<file path="src/rtl/adsr_env_gen.sv">
// ADSR envelope generator: gate-driven attack/decay/sustain/release envelope
// with run-time programmable rates, applied to a signed audio sample stream.
// The envelope and the two-stage multiply pipeline advance only on in_ready.

module adsr_env_gen #(
  parameter int SAMPLE_WIDTH = 16,
  parameter int ENV_WIDTH    = 16,
  parameter int RATE_WIDTH   = 16
) (
  input  logic                           clk,
  input  logic                           reset,
  input  logic                           in_ready,
  input  logic signed [SAMPLE_WIDTH-1:0] sample_in,
  input  logic                           gate,
  input  logic        [RATE_WIDTH-1:0]   attack_step,
  input  logic        [RATE_WIDTH-1:0]   decay_step,
  input  logic        [ENV_WIDTH-1:0]    sustain_level,
  input  logic        [RATE_WIDTH-1:0]   release_step,
  output logic signed [SAMPLE_WIDTH-1:0] sample_out,
  output logic                           out_ready,
  output logic        [2:0]              env_state,
  output logic        [ENV_WIDTH-1:0]    env_level,
  output logic                           active
);

  // Envelope arithmetic width: one bit wider than the wider of envelope and
  // step, so sums and comparisons never wrap.
  localparam int CW = ((ENV_WIDTH > RATE_WIDTH) ? ENV_WIDTH : RATE_WIDTH) + 1;
  localparam int PW = SAMPLE_WIDTH + ENV_WIDTH + 1;

  localparam logic [ENV_WIDTH-1:0] ENV_MAX   = {ENV_WIDTH{1'b1}};
  localparam logic [CW-1:0]        ENV_MAX_C = CW'(ENV_MAX);

  typedef enum logic [2:0] {
    IDLE    = 3'd0,
    ATTACK  = 3'd1,
    DECAY   = 3'd2,
    SUSTAIN = 3'd3,
    RELEASE = 3'd4
  } state_t;

  state_t state;

  logic [CW-1:0]        env_c;
  logic [CW-1:0]        attack_c;
  logic [CW-1:0]        decay_c;
  logic [CW-1:0]        sustain_c;
  logic [CW-1:0]        release_c;
  logic [CW-1:0]        attack_sum;
  logic [CW-1:0]        decay_floor;
  logic [ENV_WIDTH-1:0] env_after_decay;
  logic [ENV_WIDTH-1:0] env_after_release;

  logic signed [SAMPLE_WIDTH-1:0] s1_sample;
  logic        [ENV_WIDTH-1:0]    s1_env;
  logic                           s1_valid;
  logic signed [PW-1:0]           product;

  assign env_c     = CW'(env_level);
  assign attack_c  = CW'(attack_step);
  assign decay_c   = CW'(decay_step);
  assign sustain_c = CW'(sustain_level);
  assign release_c = CW'(release_step);

  // Decay clamps once the envelope would reach or cross the sustain level,
  // i.e. env <= sustain + step; release floors when env <= step.
  assign attack_sum        = env_c + attack_c;
  assign decay_floor       = sustain_c + decay_c;
  assign env_after_decay   = ENV_WIDTH'(env_c - decay_c);
  assign env_after_release = ENV_WIDTH'(env_c - release_c);

  assign env_state = state;
  assign active    = (state != IDLE);

  // Envelope state machine: one step per in_ready strobe, gate release wins.
  always_ff @(posedge clk or negedge reset) begin
    if (!reset) begin
      state     <= IDLE;
      env_level <= '0;
    end else if (in_ready) begin
      case (state)
        IDLE: begin
          if (gate) state <= ATTACK;
        end
        ATTACK: begin
          if (!gate) begin
            state <= RELEASE;
          end else if (attack_sum >= ENV_MAX_C) begin
            env_level <= ENV_MAX;
            state     <= DECAY;
          end else begin
            env_level <= ENV_WIDTH'(attack_sum);
          end
        end
        DECAY: begin
          if (!gate) begin
            state <= RELEASE;
          end else if (env_c <= decay_floor) begin
            env_level <= sustain_level;
            state     <= SUSTAIN;
          end else begin
            env_level <= env_after_decay;
          end
        end
        SUSTAIN: begin
          if (!gate) state <= RELEASE;
          else       env_level <= sustain_level;
        end
        RELEASE: begin
          if (gate) begin
            state <= ATTACK;
          end else if (env_c <= release_c) begin
            env_level <= '0;
            state     <= IDLE;
          end else begin
            env_level <= env_after_release;
          end
        end
        default: begin
          state     <= IDLE;
          env_level <= '0;
        end
      endcase
    end
  end

  // Signed sample times zero-extended unsigned envelope, full precision.
  assign product = PW'(s1_sample) * PW'($signed({1'b0, s1_env}));

  // Two-stage pipeline: capture sample with pre-update envelope, then scale.
  always_ff @(posedge clk or negedge reset) begin
    if (!reset) begin
      s1_sample  <= '0;
      s1_env     <= '0;
      s1_valid   <= 1'b0;
      sample_out <= '0;
      out_ready  <= 1'b0;
    end else begin
      s1_valid  <= in_ready;
      out_ready <= s1_valid;
      if (in_ready) begin
        s1_sample <= sample_in;
        s1_env    <= env_level;
      end
      if (s1_valid) begin
        sample_out <= SAMPLE_WIDTH'(product >>> ENV_WIDTH);
      end
    end
  end

endmodule

</file>
<file path="config.mk">
export PLATFORM = sky130hd
export DESIGN_NAME = adsr_env_gen
export DESIGN_NICKNAME = d
export VERILOG_FILES = /design/src/rtl/adsr_env_gen.sv
export SDC_FILE = /design/constraint.sdc
export NUM_CORES = 1
export LEC_CHECK = 0
export ABC_AREA = 1
export CAP_MARGIN = 0
export CORE_MARGIN = 10
export CORE_UTILIZATION = 55
export DETAILED_ROUTE_END_ITERATION = 8
export HOLD_SLACK_MARGIN = 0.03
export PLACE_DENSITY = 0.76
export SLEW_MARGIN = 20
export SYNTH_ARGS = -nofsm -noshare
export SYNTH_HDL_FRONTEND = slang
export SYNTH_SLANG_ARGS = --single-unit
export TNS_END_PERCENT = 50
</file>
<file path="constraint.sdc">
create_clock -name clk -period 10 [get_ports clk]
set_input_delay 2 -clock clk [delete_from_list [all_inputs] [get_ports clk]]
set_output_delay 2 -clock clk [all_outputs]
set_load 0.02 [all_outputs]
</file>
==> results_dict.tcl, run 1 <==
set metrics [dict create \
    fin_util_pct 61.5 \
    yosysSeqAreaShare_pct 10.8 \
    holdBufCountCts 0 \
    pre_cts_slack_ns 3.80 \
    dieHeight_um 191 \
    detail-route-antenna-nets 0 \
    critPathArrivalTime_ns 6.40 \
    path_buf_inv 4 \
    crit_family "adder cells" \
    die_w_um 191 \
    avgSynthCellArea_um2 7.00 \
    layout_min_cycle_time_ns 6.13 \
    vias 14700 \
    grt_start_max_net_pins 70 \
    cts_buffers 9 \
    grt_pass1_vias 15400 \
    wl_um 45400 \
    ys_types 53 \
    critPathKind "reg2reg" \
    coreArea_um2 28800 \
    synth_edf_count 0 \
    hold_depth 2 \
    clock_latency_ns 0.37 \
    synth_nets 2767 \
    cp_max_fo 17 \
    syn-cell-area_um2 16100 \
    cap_violations 0 \
    grt_pass1_wl_um 76400 \
    synth_seq_cells 69 \
    cts_resized 0 \
    rsz0062_at_grt "false" \
    maxSlewViolCount 0 \
    synthArstFlopShare_pct 100 \
    multiInputGateArea_um2 12000 \
    antenna_found_initial 2 \
    cts.sinks 69 \
    synth_top_cell_area_share_pct 24.6 \
    first_iter_violations 1145 \
    rows 62 \
    cp_slowest_stage_delay_ns 0.78 \
    ys_warn_count 0 \
    pin_count 121 \
    post-route-drc-count 0 \
    fmaxAchievable_mhz 163 \
    drive_gt1_share_pct 2.89 \
    status "completed" \
    setup_violations 0 \
    yosysTopAreaCell "fa_1" \
    cp_slowest_cell "dfrtp_1" \
    initial_core_util_pct 55.8 \
    worst_hold_slack_ns 0.481 \
    grt.overflow.total 0 \
    nets 2819 \
    die-area_um2 36400 \
    cp_data_required_time_ns 10.27 \
    cts_tree "built" \
    finClkSkew_ns 0.00749 \
    cp_cell_sequence "nand2_1, fa_1, fa_1, inv_1, fa_1, fa_1, fa_1, inv_1, fa_1, inv_1, ha_1, a21oi_1, inv_1, a31oi_1, nor2_1, nor2_1, nand3_1, a21o_1, or2_1, nand3_1, nand2_1" \
    slew_headroom_pct 27.1 \
    critPathMostFrequentCell "fa_1" \
    place.gp.congestion 0.971 \
    area_delta_synth_final_pct 10.3 \
    worst_slew_pin_slew_ns 1.09 \
    yosysMostFrequentCell "nand2_1" \
    synth_cells 2293 \
    postCtsSetupBuffers 0 \
    fin_setup_tns_ns 0 \
    grt_usage_pct 26.0 \
    drtPass1Iterations 6 \
    worstRegToRegCells 21 \
    cts-root-buf "clkbuf_16" \
    cp-start-kind "flop" \
    htree_levels 3 \
    area.sequential_um2 1730 \
    numPortBuffers 120 \
    worst-path-stages 21 \
    hold_viol 0 \
    cts.path.max_buffers 2 \
    antenna_cells 0 \
    dp_hpwl_um 37700 \
    wl_per_cell_um 16.6 \
    hp-class "reg2reg" \
    setup_ws_ns 3.87 \
    endpoint_kind "flop" \
    synthTopCellsByArea "fa_1, nand2_1, ha_1" \
    cts.clk_slew.worst_paths_ns 0.07 \
    fin_crit_sh_pct 61.3 \
    viasPerCell 5.36 \
    synthTopCellsByCount "nand2_1, inv_1, fa_1" \
    fillCellCount 2650 \
    ys.flop_type "dfrtp_1" \
]
[cell type report]
cell class,count,area share [%]
flip-flops and latches,69,9.75
repair buffers,122,6.85
clock buffers,9,1.27
well taps,384,2.71
inverters,535,11.3
multi-input cells,1608,67.7
clock inverters,7,0.389
[final timing paths]
path | from | to | slack, ns
min in group asynchronous | reset | env_level[1] | 1.78
max | s1_sample[2] | sample_out[9] | 3.87
max in group asynchronous | reset | sample_out[14] | 7.57
min | sample_out[14] | sample_out[14] | 0.48
min reg2reg | sample_out[14] | sample_out[14] | 0.48
max reg2reg | s1_sample[2] | sample_out[9] | 3.87
[cell usage in the layout (no fill, tap or decap), types with 28 or more instances in the layout]
cell             instances
nand2_1                683
fa_1                   197
nand3_1                 95
clkdlybuf4s50_1        119
dfrtp_1                 69
xnor2_1                 28
nor2_1                  98
inv_1                  525
o21ai_0                 43
ha_1                   193
a21oi_1                 97
[logic make-up (layout without fill, tap and decap cells)]
group | Yosys count | in the layout | share of synthesized area (%)
buffers and inverters | 616 | 673 | 14.6
AO/OA/AOI/OAI | 214 | 214 | 7.66
XOR/XNOR | 48 | 48 | 2.66
AND/OR/NAND/NOR | 956 | 956 | 24.7
flip-flops | 69 | 69 | 10.8
adder cells (fa/ha/maj) | 390 | 390 | 39.6
[layer usage]
| layer | wire length [um] | GRT usage [%] | part of all wire (%) | vias up |
|---|---|---|---|---|
| li1 | - | - | - | 7049 |
| met1 | 20200 | 34.9 | 44 | 7018 |
| met2 | 20900 | 42.5 | 46 | 522 |
| met3 | 3460 | 4.61 | 7.6 | 72 |
| met4 | 890 | 6.75 | 2.0 | 2 |
| met5 | 12 | 0 | 0.026 | - |
[registers in the layout, summed over array words and instances (netlist names)]
| register | cells |
|---|---|
| out_ready | 1 |
| env_state | 3 |
| s1_env | 16 |
| env_level | 16 |
| sample_out | 16 |
| s1_sample | 16 |
| s1_valid | 1 |
[tightest hold or removal path, stage by stage (launching register included)]
cell and delay (ns):
dfrtp_1 0.34, nand2_1 0.06, nand2_1 0.05
[stage by stage]
stage	cells	area, um2
final	2734	17700
after global placement	2718	17400
after global routing	2734	17700
after floorplan	2293	16100
after detailed placement	2718	17400
after CTS	2734	17700
Power of run 1 is not shown: default switching activity piles up to over one toggle a cycle in this logic, so the estimate is an artifact.
==> run 2: changes to the inputs <==
--- a/config.mk
+++ b/config.mk
@@ -11,7 +11,7 @@
 export CORE_UTILIZATION = 55
 export DETAILED_ROUTE_END_ITERATION = 8
 export HOLD_SLACK_MARGIN = 0.03
-export PLACE_DENSITY = 0.76
+export PLACE_DENSITY = 0.79
 export SLEW_MARGIN = 20
 export SYNTH_ARGS = -nofsm -noshare
 export SYNTH_HDL_FRONTEND = slang
==> constraint.sdc (replaced) <==
create_clock -name clk -period 5.02 [get_ports clk]
set_input_delay 1.004 -clock clk [delete_from_list [all_inputs] [get_ports clk]]
set_output_delay 1.004 -clock clk [all_outputs]
set_load 0.02 [all_outputs]
==> run 2 against run 1 <==
The run now ends with setup timing left. Sequential cell count unchanged. Clock skew up 0.0035 ns. Register-to-register slack worse by 4.3 ns. Global-route usage grew 0.81 points. Clock-buffer cell count did not move. Highest routed layer is now met4.
==> results_dict.tcl, run 2 (synthesis gave the netlist of run 1 again) <==
set metrics [dict create \
    status "finished with violations" \
    violations "setup timing" \
    path_buf_inv 9 \
    antenna_found_initial 0 \
    drive_gt1_share_pct 12.9 \
    first_iter_violations 1195 \
    placed_cell_area_um2 18500 \
    die-area_um2 36400 \
    final_common_cell "nand2_1" \
    fin_crit_sh_pct 108 \
    crit_family "adder cells" \
    initial_core_util_pct 55.8 \
    clock_latency_ns 0.35 \
    maxSlewViolCount 0 \
    area_delta_synth_final_pct 20.6 \
    grt_usage_pct 26.8 \
    die_w_um 191 \
    vias 15300 \
    slew_headroom_pct 31.7 \
    pin_count 121 \
    fillCellCount 2395 \
    place.gp.congestion 0.934 \
    cp_slowest_cell "fa_1" \
    cp_slowest_stage_delay_ns 0.53 \
    setup_violations 16 \
    cp_max_fo 5 \
    dp_hpwl_um 39200 \
    wl_per_cell_um 16.6 \
    nets 2957 \
    rsz0062_at_grt "true" \
    timing.rr.start "s1_sample[4]" \
    grt_pass1_wl_um 79200 \
    cts_buffers 9 \
    worstSetupEndpoint "sample_out[13]" \
    antenna_cells 0 \
    worstSetupStartpoint "s1_sample[4]" \
    fin_util_pct 67.3 \
    most-common-layout-cells "nand2_1, inv_1, fa_1" \
    fin_area_um2 19400 \
    cts.path.max_buffers 2 \
    cts-root-buf "clkbuf_16" \
    holdBufCountCts 0 \
    hold_viol 0 \
    critPathArrivalTime_ns 5.63 \
    htree_levels 3 \
    r2r_setup_slack_ns -0.40 \
    critPathKind "reg2reg" \
    critPathMostFrequentCell "inv_1" \
    rows 62 \
    endpoint_kind "flop" \
    grt.overflow.total 0 \
    cts.clk_slew.worst_paths_ns 0.07 \
    area.sequential_um2 1760 \
    wl_um 47700 \
    layout_min_cycle_time_ns 5.42 \
    worst-path-stages 25 \
    cp_data_required_time_ns 5.23 \
    grt_start_max_net_pins 70 \
    dieHeight_um 191 \
    r2r_end "sample_out[13]" \
    multiInputGateArea_um2 12400 \
    numPortBuffers 120 \
    worstRegToRegCells 25 \
    viasPerCell 5.33 \
    hp-class "reg2reg" \
    coreArea_um2 28800 \
    cp-start-kind "flop" \
    cap_violations 0 \
    cts.sinks 69 \
    cts_tree "built" \
    worst_slew_pin_slew_ns 1.02 \
    setup_ws_ns -0.396 \
    post-route-drc-count 0 \
    drtPass1Iterations 5 \
    grt_pass1_vias 16000 \
    detail-route-antenna-nets 0 \
    fmaxAchievable_mhz 185 \
    finClkSkew_ns 0.0109 \
]
==> run 2: worst min-delay path by stage <==
stage,start,to,slack [ns],cells past startpoint
finish,sample_out[9],sample_out[9],0.49,2
global route,sample_out[8],sample_out[8],0.51,2
CTS,sample_out[9],sample_out[9],0.49,2
detailed placement,sample_out[9],sample_out[9],0.47,2
global placement,sample_out[4],sample_out[4],0.46,2
floorplan,s1_valid,out_ready,0.37,0
==> run 2: metrics by stage <==
stage          TNS, ns  setup slack, ns  hold slack, ns  std cells
6_report         -4.93           -0.396           0.485       2872
2_1_floorplan   -0.790           -0.148           0.372       2293
3_5_place_dp     -7.23           -0.564           0.472       2841
4_1_cts          -4.34           -0.381           0.490       2865
3_3_place_gp     -6.06           -0.512           0.461       2841
5_1_grt          -8.27           -0.621           0.512       2872
==> run 2: timing repair <==
item,4_1_cts,5_1_grt
setup endpoints to repair,16,18
resized for setup,72,57
endpoints found under the hold margin,0,0
buffers inserted,8,7
pin swaps,26,16
==> run 2: layout make-up <==
class | instances | share of cell area (%)
Inverter | 535 | 10.4
Sequential cell | 69 | 9.07
Tap cell | 384 | 2.48
Clock buffer | 9 | 1.16
Multi-Input combinational cell | 1608 | 64.2
Clock inverter | 7 | 0.756
Timing Repair Buffer | 260 | 12.0
==> run 2: worst reg2reg max path: stages, from the launching register on <==
cell and delay (ns):
dfrtp_2 0.46, buf_12 0.15, nand2_1 0.06, inv_1 0.06
fa_1 0.53, inv_1 0.05, fa_1 0.47, inv_1 0.05
fa_1 0.50, fa_2 0.45, fa_1 0.49, inv_1 0.05
fa_1 0.47, inv_1 0.06, ha_4 0.25, a21oi_2 0.13
inv_1 0.10, a31oi_4 0.17, nor2_1 0.07, nor2_2 0.13
nand3_4 0.12, buf_4 0.17, a21oi_4 0.14, inv_1 0.05
nand2_1 0.05, a31oi_1 0.06
==> run 2: per-layer routing <==
metal  part of all wire (%)  vias up  track usage (%)
met2                     46      586             43.9
met4                    2.9        0             8.54
li1                       -     7314                -
met5                      0        -                0
met1                     43     7304             35.8
met3                    7.8      109             3.99
Power of run 2 is left out for the same reason.
